==> src/rtl/sort_engine_pkg.sv <==
// Shared constants and helpers for the sort engine and the blocks that feed it.
package sort_engine_pkg;

  // Default data width of the sort_engine_if word bus
  localparam int SE_DWIDTH_DEF = 8;

  // Width of the emitted-packet counter
  localparam int PKT_CNT_W = 16;

  // Sort engine capacity in words for a given address width
  function automatic int unsigned MAX_PKT_LEN(input int unsigned awidth);
    return 32'd1 << awidth;
  endfunction

endpackage

==> src/rtl/sort_engine_if.sv <==
// Packet stream into the sort engine: data/val/sop/eop forward, ready back.
interface sort_engine_if #(
  parameter int DWIDTH = sort_engine_pkg::SE_DWIDTH_DEF
);
  logic [DWIDTH-1:0] data;
  logic              val;
  logic              sop;
  logic              eop;
  logic              ready;

  modport master (output data, output val, output sop, output eop, input ready);
  modport slave  (input data, input val, input sop, input eop, output ready);
endinterface

==> src/rtl/sort_engine_pkt_framer.sv <==
// Frames a continuous val/ready word stream into sop/eop packets of at most
// 2**AWIDTH words. A packet closes on max length, input idle timeout or flush.
// A one-word hold stage delays each word until it is known whether it is the
// last one, so eop is always exact.
module sort_engine_pkt_framer
  import sort_engine_pkg::*;
#(
  parameter int AWIDTH  = 5,
  parameter int DWIDTH  = SE_DWIDTH_DEF,
  parameter int TIMEOUT = 16
) (
  input  logic                 clk_i,
  input  logic                 rst_i,
  input  logic [DWIDTH-1:0]    data_i,
  input  logic                 val_i,
  output logic                 ready_o,
  input  logic                 flush_i,
  sort_engine_if.master        pkt_o,
  output logic [PKT_CNT_W-1:0] pkt_cnt_o
);

  localparam int TW = (TIMEOUT > 0) ? $clog2(TIMEOUT + 1) : 1;
  localparam logic [AWIDTH:0] WMAX = (AWIDTH + 1)'(MAX_PKT_LEN(AWIDTH));
  localparam logic [TW-1:0]   TMAX = TW'(TIMEOUT);

  // Hold stage
  logic              hold_val;
  logic              hold_sop;
  logic [DWIDTH-1:0] hold_data;
  logic [AWIDTH:0]   wcnt;
  logic [TW-1:0]     tmo;
  logic              flush_pend;

  // Output register
  logic              out_val;
  logic              out_sop;
  logic              out_eop;
  logic [DWIDTH-1:0] out_data;
  logic [PKT_CNT_W-1:0] pkt_cnt;

  logic out_free;
  logic accept;
  logic tmo_hit;
  logic close;

  assign out_free = !out_val || pkt_o.ready;
  assign ready_o  = !hold_val || out_free;
  assign accept   = val_i && ready_o;
  assign tmo_hit  = (TIMEOUT != 0) && (tmo == TMAX);
  assign close    = hold_val && ((wcnt == WMAX) || tmo_hit || flush_i || flush_pend);

  assign pkt_o.val  = out_val;
  assign pkt_o.sop  = out_sop;
  assign pkt_o.eop  = out_eop;
  assign pkt_o.data = out_data;
  assign pkt_cnt_o  = pkt_cnt;

  // Hold stage, timeout, flush pending, output register and packet counter
  always_ff @(posedge clk_i or posedge rst_i) begin
    if (rst_i) begin
      hold_val   <= 1'b0;
      hold_sop   <= 1'b0;
      hold_data  <= '0;
      wcnt       <= '0;
      tmo        <= '0;
      flush_pend <= 1'b0;
      out_val    <= 1'b0;
      out_sop    <= 1'b0;
      out_eop    <= 1'b0;
      out_data   <= '0;
      pkt_cnt    <= '0;
    end else begin
      if (out_val && out_eop && pkt_o.ready) begin
        pkt_cnt <= pkt_cnt + 1'b1;
      end

      if (out_free) begin
        if (hold_val) begin
          if (close) begin
            // Held word is the last one; a same-cycle input starts the next packet
            out_val    <= 1'b1;
            out_sop    <= hold_sop;
            out_eop    <= 1'b1;
            out_data   <= hold_data;
            flush_pend <= 1'b0;
            tmo        <= '0;
            if (accept) begin
              hold_data <= data_i;
              hold_sop  <= 1'b1;
              wcnt      <= (AWIDTH + 1)'(1);
            end else begin
              hold_val <= 1'b0;
              wcnt     <= '0;
            end
          end else if (accept) begin
            out_val   <= 1'b1;
            out_sop   <= hold_sop;
            out_eop   <= 1'b0;
            out_data  <= hold_data;
            hold_data <= data_i;
            hold_sop  <= 1'b0;
            wcnt      <= wcnt + 1'b1;
            tmo       <= '0;
          end else begin
            out_val <= 1'b0;
            if (tmo != TMAX) tmo <= tmo + 1'b1;
          end
        end else begin
          out_val <= 1'b0;
          if (accept) begin
            hold_val  <= 1'b1;
            hold_data <= data_i;
            hold_sop  <= 1'b1;
            wcnt      <= (AWIDTH + 1)'(1);
            tmo       <= '0;
          end
        end
      end else begin
        // Output stalled: remember a flush, keep aging the held word
        if (hold_val) begin
          if (flush_i) flush_pend <= 1'b1;
          if (tmo != TMAX) tmo <= tmo + 1'b1;
        end else if (accept) begin
          hold_val  <= 1'b1;
          hold_data <= data_i;
          hold_sop  <= 1'b1;
          wcnt      <= (AWIDTH + 1)'(1);
          tmo       <= '0;
        end
      end
    end
  end

endmodule

==> src/flat_wrapper.sv <==
// flat-port wrapper written by rule: the top's interface ports become plain ports
module sort_engine_pkt_framer_flat import sort_engine_pkg::*;
#(
  parameter int AWIDTH  = 5,
  parameter int DWIDTH  = SE_DWIDTH_DEF,
  parameter int TIMEOUT = 16
)
  (clk_i, rst_i, data_i, val_i, ready_o, flush_i, pkt_cnt_o, pkt_o_data, pkt_o_val, pkt_o_sop, pkt_o_eop, pkt_o_ready);
  sort_engine_if #(.DWIDTH(DWIDTH)) pkt_o_i ();
  input  logic clk_i;
  input  logic rst_i;
  input  logic [DWIDTH-1:0] data_i;
  input  logic val_i;
  output logic ready_o;
  input  logic flush_i;
  output logic [PKT_CNT_W-1:0] pkt_cnt_o;
  output wire logic [$bits(pkt_o_i.data)-1:0] pkt_o_data;
  output wire logic [$bits(pkt_o_i.val)-1:0] pkt_o_val;
  output wire logic [$bits(pkt_o_i.sop)-1:0] pkt_o_sop;
  output wire logic [$bits(pkt_o_i.eop)-1:0] pkt_o_eop;
  input wire logic [$bits(pkt_o_i.ready)-1:0] pkt_o_ready;
  assign pkt_o_data = pkt_o_i.data;
  assign pkt_o_val = pkt_o_i.val;
  assign pkt_o_sop = pkt_o_i.sop;
  assign pkt_o_eop = pkt_o_i.eop;
  assign pkt_o_i.ready = pkt_o_ready;
  sort_engine_pkt_framer #(.AWIDTH(AWIDTH), .DWIDTH(DWIDTH), .TIMEOUT(TIMEOUT)) u_core (.clk_i(clk_i), .rst_i(rst_i), .data_i(data_i), .val_i(val_i), .ready_o(ready_o), .flush_i(flush_i), .pkt_o(pkt_o_i), .pkt_cnt_o(pkt_cnt_o));
endmodule
==> config.mk <==
export PLATFORM = sky130hd
export DESIGN_NAME = sort_engine_pkt_framer_flat
export DESIGN_NICKNAME = d
export VERILOG_FILES = /design/src/rtl/sort_engine_pkg.sv /design/src/rtl/sort_engine_if.sv /design/src/rtl/sort_engine_pkt_framer.sv /design/src/flat_wrapper.sv
export SDC_FILE = /design/constraint.sdc
export NUM_CORES = 1
export LEC_CHECK = 0
export BUFFER_PORTS_ARGS = -buffer_cell sky130_fd_sc_hd__buf_2
export CAP_MARGIN = 20
export CORE_MARGIN = 10
export CORE_UTILIZATION = 30
export DETAILED_ROUTE_END_ITERATION = 7
export GPL_ROUTABILITY_DRIVEN = 0
export PLACE_DENSITY_LB_ADDON = 0.3
export SETUP_SLACK_MARGIN = 0.4
export SYNTH_ARGS = -nofsm -noshare
export SYNTH_HDL_FRONTEND = slang
export SYNTH_SLANG_ARGS = --single-unit
==> constraint.sdc <==
create_clock -name clk_i -period 1.95 [get_ports clk_i]
set_input_delay 0.0975 -clock clk_i [delete_from_list [all_inputs] [get_ports clk_i]]
set_output_delay 0.0975 -clock clk_i [all_outputs]
set_load 0.1 [all_outputs]
# == Word-level counts from Yosys, hierarchy flattened ==
# Cells that the tools add are included.
# Widths: inputs -> output; s select.
# totals
word_cells,76
inputBits,13
out_inout_bits,28
reg_bits,49
# classes
mux,40
n_addsub,3
eq_ne,6
n_reduce_logical,16
# ops
operator,count
$mux 8,5
$mux 6,6
$mux 5,7
$mux 1,22
$add 16x1->16 const B,1
$add 6x1->6 const B,1
$eq 6x6->1 const B,1
$reduce_and 3->1,2
$add 5x1->5 const B,1
$eq 5x5->1 const B,1
$logic_or 1x1->1,5
$ne 5x5->1 const B,1
$logic_and 1x1->1,4
$ne 2x2->1 const B,2
$reduce_bool 2->1,2
$ne 3x3->1 const B,1
$logic_not 1->1,2
$reduce_and 2->1,1

# == Logic depth before layout (Yosys ltp) ==
# Gate-level depths: netlist of the first run.
# depth
ltp_word,8
depth_mapped,6
ltp_nobuf,6

# == Worst setup path after synthesis of the first run ==
# OpenSTA, ideal clock, no wires.
# synth_timing
path_type,register to register
startpoint,"register u_core.out_val, in the netlist u_core.pkt_o.val"
endpoint,register u_core.hold_data[0]
t_required_ns,1.825
path_buffers,0
synth_period_minus_slack_ns,3.119
setup_slack_ns,-1.169
path_stages_with_launch,4
t_arrival_ns,2.994
setup_ns,0.125
cell_sequence,dfrtp_1 -> nand3b_1 -> nand2_1 -> mux2_2
# synth_between
elab_chain_cells,7
word_cells_on_any_way,8
classes_between,eq/ne: 1; mux: 3; reduce/logical: 4
# synth_rtl
element,line_no,rtl
from (decl),sort_engine_pkt_framer.sv:35,logic out_val;
from (signal assigned),sort_engine_pkt_framer.sv:67,out_val <= 1'b0;
from (signal assigned),sort_engine_pkt_framer.sv:81,out_val <= 1'b1;
from (signal assigned),sort_engine_pkt_framer.sv:96,out_val <= 1'b1;
$logic_not 1->1 *,sort_engine_pkt_framer.sv:46,assign out_free = !out_val || pkt_o.ready;
$logic_or 1x1->1 *,sort_engine_pkt_framer.sv:46,
$logic_or 1x1->1 *,sort_engine_pkt_framer.sv:47,assign ready_o = !hold_val || out_free;
named net ready_o,flat_wrapper.sv:14,output logic ready_o;
$logic_and 1x1->1 *,sort_engine_pkt_framer.sv:48,assign accept = val_i && ready_o;
$mux 8 *,-,
$mux 8,-,
$mux 8 *,sort_engine_pkt_framer.sv:77,if (out_free) begin
to (signal assigned),sort_engine_pkt_framer.sv:88,hold_data <= data_i;
to (signal assigned),sort_engine_pkt_framer.sv:100,hold_data <= data_i;
to (signal assigned),sort_engine_pkt_framer.sv:112,hold_data <= data_i;
to (decl),sort_engine_pkt_framer.sv:29,logic [DWIDTH-1:0] hold_data;
# Mark *: on every way through the listed nets, which the timed path passes. The rest lies on a longest branch. The select of a mux whose other input is x is not followed.
# A chain may end at the register's enable or synchronous reset.

# == Worst setup path in the final report of the first run ==
# layout_timing
startpoint,register u_core.wcnt[1]
endpoint,"register u_core.out_sop, in the netlist u_core.pkt_o.sop"
# layout_between
elab_chain_cells,7
word_cells_on_any_way,8
classes_between,eq/ne: 1; mux: 1; reduce/logical: 6
# layout_rtl
element,line_no,rtl
from (decl),sort_engine_pkt_framer.sv:30,logic [AWIDTH:0] wcnt;
from (signal assigned),sort_engine_pkt_framer.sv:90,wcnt <= (AWIDTH + 1)'(1);
from (signal assigned),sort_engine_pkt_framer.sv:102,wcnt <= wcnt + 1'b1;
from (signal assigned),sort_engine_pkt_framer.sv:114,wcnt <= (AWIDTH + 1)'(1);
$eq 6x6->1 *,sort_engine_pkt_framer.sv:50,assign close = hold_val && ((wcnt == WMAX) || tmo_hit || flush_i || flush_pend);
$logic_or 1x1->1 * (3 in a row),sort_engine_pkt_framer.sv:50,
$logic_and 1x1->1 *,sort_engine_pkt_framer.sv:50,
$reduce_bool 2->1 (no line),-,
$reduce_and 3->1 (no line),-,
to (signal assigned),sort_engine_pkt_framer.sv:82,out_sop <= hold_sop;
to (signal assigned),sort_engine_pkt_framer.sv:97,out_sop <= hold_sop;
to (decl),sort_engine_pkt_framer.sv:36,logic out_sop;
# Every way passes the cells marked *; elsewhere a longest branch is shown, timed or not.

==> metrics.md, run 1 <==
| Metric | Value |
|---|---|
| Status | `finished clean` |
| Routed Antenna Nets | `0` |
| Number of global-route vias before repair | `1,753` |
| Seq cells post-synth | `49` |
| Total iterations of the first detailed-routing run | `4` |
| Die width | `108 um` |
| Most frequent cells in the layout | `buf_2 (39), dfrtp_1 (35), buf_4 (21)` |
| Combinational share of power | `47.5%` |
| Initial DRC count | `97` |
| Top cells by area, synth | `dfrtp_1 (53%), mux2_2 (8.7%), xnor2_1 (4.5%)` |
| Max Buffers Root-to-Sink | `2` |
| Post-synth top area share | `52.6%` |
| Worst-Margin Slew | `between 0.6 and 0.7 ns` |
| Flop pwr share | `34.5%` |
| Clock transition at the registers of the reported paths | `0.09 ns` |
| WP buf/inv | `2` |
| Slew HR | `56.4%` |
| GRT overflow | `0` |
| Minimum clock period | `1.75 ns` |
| Starting Density | `between 30% and 40%` |
| Final #Nets | `288` |
| Setup CP Type | `reg2reg` |
| Minimum hold slack | `around 0.027 ns` |
| Share of cells above drive strength 1 | `a little under half` |
| Critical Path RT | `2.14 ns` |
| Clock power share | `17.9%` |
| DP Wirelength | `3880 um` |
| Period Utilization, post-route | `89.8%` |
| Unrepaired setup endpoints after global routing | `true` |
| DIE AREA | `between 0.01 and 0.015 mm^2` |
| CTS buffer count | `5` |
| DRC | `0` |
| Top delay family on crit path | `simple AND/OR/NAND/NOR gates` |
| Initial antenna violation count | `0` |
| Worst vdd ir | `506 uV` |
| PortBufs | `40` |
| Synth Flop Type | `dfrtp_1` |
| EDFF count, synth | `0` |
| Avg Inst Size Synth | `11.5 um^2` |
| H-Tree Level Count | `2` |
| Sw frac | `46.2%` |
| First-pass GRT wire length | `8610 um` |
| Syn nets | `220` |
| Startpoint Class | `flip-flop` |
| Skew final | `~0.0035 ns` |
| Psw | `1.93 mW` |
| Vias/cell | `4.86` |
| Setup violators final | `0` |
| CTS sink cnt | `49` |
| Ys async rst share | `between 90% and 100%` |
| Die Y | `108 um` |
| Total wire length | `5490 um` |
| FMAX | `between 500 and 600 MHz` |
| Ys Warns | `0` |
| PD cells | `1310 mW/mm^2` |
| Worst Hold Class | `in2reg` |
| Slew Limit Fails | `0` |
| Wire per inst | `14.7 um` |
| Fin Setup TNS | `0 ns` |
| CTS tree | `built` |
| Vias post-DR | `about 1,800` |
| Hold Vio Cnt, Final | `0` |
| Most common cell after layout, fill and taps aside | `buf_2` |
| CP max FO | `4` |
| I/O pin cnt | `41` |
| # rows | `32` |
| Int Power | `between 2 and 2.5 mW` |
| Core region area | `0.00765 mm^2` |
| WP data arrival | `1.94 ns` |
| Synth area leader | `dfrtp_1` |
| CP cell instances | `inv_2 -> ha_2 -> nor4b_4 -> a211oi_4 -> nor2_4 -> clkbuf_16 -> mux2_4` |
| Max stage delay on crit path | `0.40 ns` |
| Slowest cell on crit path | `dfrtp_1` |
| GRT Total Usage | `9.08%` |
| Synth cell types | `41` |
| Mapped cell area | `between 0.002 and 0.0025 mm^2` |
| Max-cap viol count | `0` |
| Area grow syn2layout | `36.1%` |
| Seq/Total Area, Yosys | `52.6%` |
| P_leak | `1.40 nW` |
| Setup crit end kind | `flip-flop` |
| Antenna cells | `0` |
| Pin count of the biggest net entering global routing | `24` |
| Cells after synthesis | `202` |
| Worst skew pair latency | `0.30 ns` |
| Root Driver | `clkbuf_8` |
==> worst register-to-register path: cells and delay by family (launching register included) <==
kind	cells	cell delay, ns
compound gates	1	0.13
fa+ha+maj	1	0.15
buf+inv	2	0.25
flops	1	0.40
mux	1	0.29
simple gates	2	0.43
==> cell usage after synthesis (4+ instances only) <==
cell and number:
nand2_1 15, inv_1 11, dfrtp_1 49, and3_1 5, o21ai_0 11, mux2_2 18
o22ai_1 4, nand4_1 6, ha_1 5, nor2_1 6, nand3_1 8, xnor2_1 12
a21oi_1 7
==> metrics by stage <==
stage	area [um^2]	cells	utilization, %	setup slack (ns)	power [mW]
floorplan	2470	202	-	-0.482	2.92
global placement	2840	349	37.1	0.102	3.22
detailed placement	2840	349	37.1	0.0411	3.25
CTS	3050	366	39.9	0.232	4.08
global route	3170	373	41.5	0.104	4.38
finish	3170	373	41.5	0.199	4.17
==> cell families (layout without fill, tap and decap cells) <==
family	Yosys count	in the layout	synth area share [%]
AO/OA/AOI/OAI	38	38	11.9
XOR/XNOR	15	15	5.64
flip-flops	49	49	52.6
multiplexers	18	18	8.70
adder cells (fa/ha/maj)	5	5	2.68
buffers and inverters	14	83	2.36
AND/OR/NAND/NOR	63	63	16.2
==> per-layer routing <==
layer | global-route usage [%] | vias to the layer above | routed length, um
li1 | - | 872 | -
met1 | 11.3 | 887 | 2410
met2 | 14.7 | 50 | 2640
met3 | 3.21 | 4 | 407
met4 | 2.29 | 0 | 31
met5 | 0 | - | 0
==> sequential cells by signal, summed over array words and instances (netlist names) <==
name	cells
u_core.pkt_cnt_o	16
u_core.hold_data	8
u_core.pkt_o.data	8
u_core.wcnt	6
u_core.tmo	5
u_core.flush_pend	1
u_core.hold_sop	1
u_core.hold_val	1
u_core.pkt_o.eop	1
u_core.pkt_o.sop	1
u_core.pkt_o.val	1
==> what timing repair did <==
item	in CTS	in global routing
gates resized for setup	4	12
hold buffers	1	0
gates cloned	0	1
pin swaps	8	6
setup buffers	8	6
setup endpoints to repair	30	27
endpoints found under the hold margin	21	0
==> cell type report <==
type | instances | area, um^2
multi-input combinational | 139 | 1190
timing repair buffer | 64 | 419
inverter | 11 | 41.3
tap | 102 | 128
clock buffer | 6 | 82.6
clock inverter | 2 | 37.5
sequential | 49 | 1270
fill | 739 | 4480
==> final timing paths <==
kind,depth (start not counted),end,slack [ns],from
setup / recovery,7,u_core.pkt_o.sop,0.20,u_core.wcnt[1]
hold / removal,2,u_core.hold_data[4],0.03,data_i[4]
setup reg to reg,7,u_core.pkt_o.sop,0.20,u_core.wcnt[1]
hold reg to reg,1,u_core.pkt_cnt_o[15],0.47,u_core.pkt_cnt_o[15]
max in group asynchronous,4,u_core.hold_data[5],0.97,rst_i
min in group asynchronous,3,u_core.pkt_cnt_o[9],0.36,rst_i
==> power by group through the flow <==
| stage | Sequential, mW | Clock (mW) | Combinational [mW] |
|---|---|---|---|
| 3_5_place_dp | 1.47 | 0 | 1.78 |
| 6_report | 1.44 | 0.748 | 1.98 |
| 4_1_cts | 1.44 | 0.784 | 1.86 |
| 3_3_place_gp | 1.46 | 0 | 1.76 |
| 2_1_floorplan | 2.40 | 0 | 0.516 |
| 5_1_grt | 1.47 | 0.822 | 2.08 |
Note: power is estimated with default switching activity, not from simulation.
==> inputs of run 2 (changes only) <==
CORE_ASPECT_RATIO = 0.75   (was unset)
==> metrics.md, run 2 (synthesized netlist as in run 1, its figures left out) <==
| Metric | Value |
|---|---|
| Endpoint, Worst Hold | `u_core.hold_data[2]` |
| Routed Antenna Nets | `0` |
| CP cell instances | `inv_2 -> ha_4 -> nor4b_4 -> buf_4 -> a2111oi_4 -> buf_4 -> a31oi_2 -> a2bb2oi_2` |
| Share of cells above drive strength 1 | `approximately half` |
| Worst-Margin Slew | `0.507 ns` |
| GRT Total Usage | `between 10% and 20%` |
| Fin Setup TNS | `0 ns` |
| Flop-to-flop setup slack | `0.18 ns` |
| Most frequent cells in the layout | `buf_2 (39), dfrtp_1 (35), buf_4 (20)` |
| Worst skew pair latency | `0.31 ns` |
| H-Tree Level Count | `2` |
| Flop pwr share | `35.5%` |
| Worst flop-to-flop path endpoint | `u_core.wcnt[0]` |
| Core region area | `between 0.007 and 0.008 mm^2` |
| Vias/cell | `between 4 and 5` |
| Total iterations of the first detailed-routing run | `4` |
| WP data arrival | `1.97 ns` |
| Status | `finished clean` |
| Die width | `122 um` |
| Slew HR | `66.5%` |
| Critical Path RT | `2.14 ns` |
| Minimum clock period | `1.77 ns` |
| Setup violators final | `0` |
| Setup crit end kind | `flip-flop` |
| Max reg flops | `16` |
| Worst vdd ir | `699 uV` |
| Layout Utilization | `43.0%` |
| DIE AREA | `between 0.01 and 0.015 mm^2` |
| Clock transition at the registers of the reported paths | `roughly 0.090 ns` |
| Setup WS post-layout | `0.177 ns` |
| Starting Density | `31.2%` |
| CTS buffer count | `5` |
| Hold Vio Cnt, Final | `0` |
| Root Driver | `clkbuf_8` |
| Final #Nets | `289` |
| Setup CP Type | `reg2reg` |
| Skew final | `0.0123 ns` |
| PD cells | `1260 mW/mm^2` |
| Crit Reg-Reg Startpoint | `u_core.wcnt[1]` |
| CTS tree | `built` |
| WP buf/inv | `3` |
| Max layer used | `met4` |
| GRT overflow | `0` |
| Dpl ws | `0.0696 ns` |
| Top cell by count, worst path | `buf_4` |
| Top delay family on crit path | `compound AO/OA/AOI/OAI gates` |
| Slew Limit Fails | `0` |
| DP Wirelength | `4060 um` |
| Die Y | `96.3 um` |
| Initial DRC count | `90` |
| P_leak | `1.40 nW` |
| DRC | `0` |
| First-pass GRT wire length | `9430 um` |
| Met3 Wirelength | `352 um` |
| I/O pin cnt | `between 40 and 50` |
| CP max FO | `3` |
| Max stage delay on crit path | `0.39 ns` |
| Most common cell after layout, fill and taps aside | `buf_2` |
| Total wire length | `5800 um` |
| Unrepaired setup endpoints after global routing | `true` |
| Initial antenna violation count | `0` |
| Int Power | `2.07 mW` |
| Period Utilization, post-route | `90.9%` |
| Antenna cells | `0` |
| Combinational share of power | `49.3%` |
| Vias post-DR | `1,839` |
| Sw frac | `48.8%` |
| Hold_sp | `data_i[2]` |
| PortBufs | `40` |
| Hold path depth | `2` |
| Pin count of the biggest net entering global routing | `34` |
| FMAX | `564 MHz` |
| Met2 wire length | `2640 um` |
| Max Buffers Root-to-Sink | `2` |
| CP Depth | `8` |
| Minimum hold slack | `0.0237 ns` |
| Wire per inst | `15.6 um` |
| Routed length on met1 | `around 2800 um` |
| CTS sink cnt | `between 40 and 50` |
| Area grow syn2layout | `37.6%` |
| Slowest cell on crit path | `a2111oi_4` |
| R2R depth | `8` |
| Max-cap viol count | `0` |
| Number of global-route vias before repair | `1,831` |
| Startpoint Class | `flip-flop` |
| # rows | `27` |
| Worst Hold Class | `in2reg` |
| Clock power share | `around 15%` |
| Psw | `between 1.5 and 2 mW` |
[run 2: cell count changes in the layout (fill, tap and decap cells not counted), sizes merged]
cell,before,now
bufinv,1,0
buf,62,63
clkinvlp,1,2
[run 2: cell type report]
| type | instances | area (um^2) |
|---|---|---|
| fillers | 713 | 4260 |
| flip-flops and latches | 49 | 1270 |
| multi-input cells | 139 | 1240 |
| repair buffers | 65 | 443 |
| well taps | 101 | 126 |
| clock buffers | 6 | 72.6 |
| inverters | 11 | 41.3 |
| clock inverters | 2 | 15.0 |
[run 2: worst register-to-register path, delay by kind of cell, from the launching register on]
family	cells	cell delay, ns
AOI/OAI and AO/OA	3	0.61
buffers and inverters	3	0.43
DFF	1	0.37
adders and majority gates	1	0.14
and+or+nand+nor	1	0.12
[run 2: through the flow]
| stage | power [mW] | std cells | cell area (um^2) |
|---|---|---|---|
| global route | 4.27 | 373 | 3210 |
| floorplan | 2.92 | 202 | 2470 |
| CTS | 3.97 | 368 | 3060 |
| finish | 4.05 | 373 | 3210 |
| global placement | 3.27 | 351 | 2880 |
| detailed placement | 3.29 | 351 | 2880 |
[run 2: worst max path at each step]
stage	start	end	slack, ns
floorplan	u_core.pkt_o.val	u_core.hold_data[3]	-0.48
global placement	u_core.tmo[0]	u_core.pkt_o.data[6]	0.12
detailed placement	u_core.tmo[0]	u_core.pkt_o.data[7]	0.07
CTS	u_core.wcnt[1]	u_core.wcnt[0]	0.22
global route	u_core.wcnt[1]	u_core.wcnt[2]	0.07
finish	u_core.wcnt[1]	u_core.wcnt[0]	0.18
[run 2: what timing repair did]
action	4_1_cts	5_1_grt
hold buffers	1	0
setup buffers	8	4
pin swaps	6	6
setup endpoints to repair	23	27
hold endpoints to repair	16	0
resized for setup	4	24
cloned	0	1
[run 2: per-layer routing]
metal  up-vias  global-route usage (%)
li1        882                       -
met3         2                    2.92
met4         0                    3.96
met5         -                       0
met1       912                    13.4
met2        43                    14.8
[run 2: power by group through the flow]
stage	logic, mW	registers (mW)	clock network, mW
floorplan	0.516	2.40	0
global placement	1.81	1.46	0
detailed placement	1.83	1.46	0
CTS	1.90	1.44	0.634
global route	2.12	1.47	0.682
finish	2.00	1.44	0.615
==> inputs of run 3 (changes only) <==
==> constraint.sdc (replaced) <==
create_clock -name clk_i -period 1.8 [get_ports clk_i]
set_input_delay 0.36 -clock clk_i [delete_from_list [all_inputs] [get_ports clk_i]]
set_output_delay 0.36 -clock clk_i [all_outputs]
set_load 0.1 [all_outputs]
==> metrics.md, run 3 (synthesized netlist as in run 1, its figures left out) <==
| Metric | Value |
|---|---|
| PortBufs | `40` |
| CTS sink cnt | `49` |
| Worst-Margin Slew | `between 0.3 and 0.4 ns` |
| First-pass GRT wire length | `9380 um` |
| Initial antenna violation count | `0` |
| Wire per inst | `15.2 um` |
| Worst Hold Class | `in2async` |
| Period Utilization, post-route | `100%` |
| Max stage delay on crit path | `around 0.42 ns` |
| I/O pin cnt | `41` |
| Setup WS post-layout | `-0.00176 ns` |
| Layout Utilization | `49.1%` |
| Int Power | `~2.8 mW` |
| P_leak | `between 1.5 and 2 nW` |
| Startpoint Class | `flip-flop` |
| Final #Nets | `roughly 300` |
| DP Wirelength | `4150 um` |
| Post-route cell area | `about 0.0037 mm^2` |
| CP cell instances | `inv_2 -> ha_4 -> nor4b_4 -> buf_6 -> a2111oi_4 -> buf_4 -> a31oi_4 -> a2bb2oi_2` |
| Vias/cell | `~4.8` |
| Violated checks | `setup timing` |
| Total iterations of the first detailed-routing run | `4` |
| Antenna cells | `0` |
| DIE AREA | `0.0117 mm^2` |
| Dpl ws | `-0.192 ns` |
| Most frequent cells in the layout | `buf_4 (41), dfrtp_1 (32), mux2_4 (17)` |
| Initial DRC count | `97` |
| Placed inst area | `~0.0030 mm^2` |
| WP buf/inv | `3` |
| Most common cell after layout, fill and taps aside | `buf_4` |
| Number of global-route vias before repair | `1,883` |
| Flop pwr share | `31.9%` |
| Skew final | `0.00897 ns` |
| GRT Total Usage | `9.88%` |
| Area grow syn2layout | `57.4%` |
| Root Driver | `clkbuf_8` |
| # rows | `27` |
| Fin Setup TNS | `-0.00176 ns` |
| Hold Vio Cnt, Final | `0` |
| CP max FO | `4` |
| CTS tree | `built` |
| Slew Limit Fails | `0` |
| Worst skew pair latency | `about 0.30 ns` |
| Setup violators final | `1` |
| CTS buffer count | `5` |
| Cts-stage hold buffer count | `0` |
| Share of cells above drive strength 1 | `58.2%` |
| FMAX | `555 MHz` |
| Die Y | `96.3 um` |
| GRT overflow | `0` |
| Pin count of the biggest net entering global routing | `50` |
| Total wire length | `5890 um` |
| Die width | `122 um` |
| Worst vdd ir | `984 uV` |
| Psw | `2.20 mW` |
| Vias post-DR | `1,847` |
| Max reg flops | `16` |
| Slew HR | `roughly 75%` |
| Sw frac | `44.1%` |
| WP data arrival | `1.99 ns` |
| Routed Antenna Nets | `0` |
| Slowest cell on crit path | `a2111oi_4` |
| Critical Path RT | `1.98 ns` |
| Status | `finished, violations left` |
| H-Tree Level Count | `2` |
| DRC | `0` |
| Clock transition at the registers of the reported paths | `roughly 0.090 ns` |
| Core region area | `roughly 0.0075 mm^2` |
| Setup crit end kind | `flip-flop` |
| Max-cap viol count | `0` |
| Final instance count without filler cells | `388` |
| PD cells | `1360 mW/mm^2` |
| Starting Density | `31.2%` |
| Minimum clock period | `roughly 1.8 ns` |
| Unrepaired setup endpoints after global routing | `true` |
| Combinational share of power | `slightly above 50%` |
| Setup CP Type | `reg2reg` |
| Clock power share | `16.2%` |
| Top delay family on crit path | `compound AO/OA/AOI/OAI gates` |
| Placed Instances | `362` |
| Max Buffers Root-to-Sink | `2` |
## run 3: cell types whose count changed in the layout (fill, tap and decap cells not counted), moves of 4 or more
| cell | before | now |
|---|---|---|
| mux2_4 | 12 | 17 |
| buf_6 | 2 | 16 |
| buf_2 | 39 | 12 |
| o21ai_1 | 5 | 1 |
| buf_12 | 2 | 7 |
| mux2_2 | 6 | 1 |
| buf_4 | 20 | 41 |
## run 3: final cells by class
| type | instances | area [um^2] |
|---|---|---|
| Fill cell | 667 | 3800 |
| Multi-Input combinational cell | 139 | 1350 |
| Sequential cell | 49 | 1270 |
| Timing Repair Buffer | 80 | 761 |
| Tap cell | 101 | 126 |
| Clock buffer | 7 | 86.3 |
| Inverter | 11 | 45.0 |
| Clock inverter | 1 | 30.0 |
## run 3: metal layers
metal  GRT usage [%]  part of all wire (%)  up-vias
li1                -                     -      906
met1            13.3                    49      892
met2            14.8                    46       47
met3            2.87                   5.0        2
met4            3.56                  0.68        0
met5               0                     0        -
## run 3: stage by stage
step                power [mW]  hold slack [ns]
floorplan                 3.17            0.396
global placement          3.62            0.445
detailed placement        3.64            0.449
CTS                       4.72            0.118
global route              5.22            0.130
finish                    4.99            0.116
## run 3: final timing paths
kind                                      start                   end  slack (ns)  cells after the start
min in group clk_i                    data_i[7]   u_core.hold_data[7]        0.29                      2
min reg2reg                u_core.pkt_cnt_o[15]  u_core.pkt_cnt_o[15]        0.48                      1
max reg2reg                      u_core.wcnt[1]        u_core.wcnt[0]      -0.002                      8
max in group asynchronous                 rst_i   u_core.pkt_cnt_o[6]        1.43                      3
max                              u_core.wcnt[1]        u_core.wcnt[0]      -0.002                      8
min                                       rst_i  u_core.pkt_o.data[3]        0.12                      3
## run 3: what timing repair did
| action | CTS | global route |
|---|---|---|
| buffers inserted | 9 | 9 |
| pin swaps | 5 | 14 |
| setup endpoints to repair | 63 | 51 |
| resized for setup | 47 | 55 |
| hold endpoints to repair | 0 | 0 |
## run 3: tightest hold or removal path: stages
cell,delay [ns]
buf_2,0.11
clkinvlp_4,0.07
buf_12,0.25
## run 3: power by group through the flow
stage / logic (mW) / clock network [mW] / registers [mW]
after floorplan: 0.561 / 0 / 2.60
after global placement: 2.03 / 0 / 1.59
after detailed placement: 2.05 / 0 / 1.59
after CTS: 2.29 / 0.841 / 1.59
after global routing: 2.71 / 0.880 / 1.63
final: 2.59 / 0.811 / 1.59
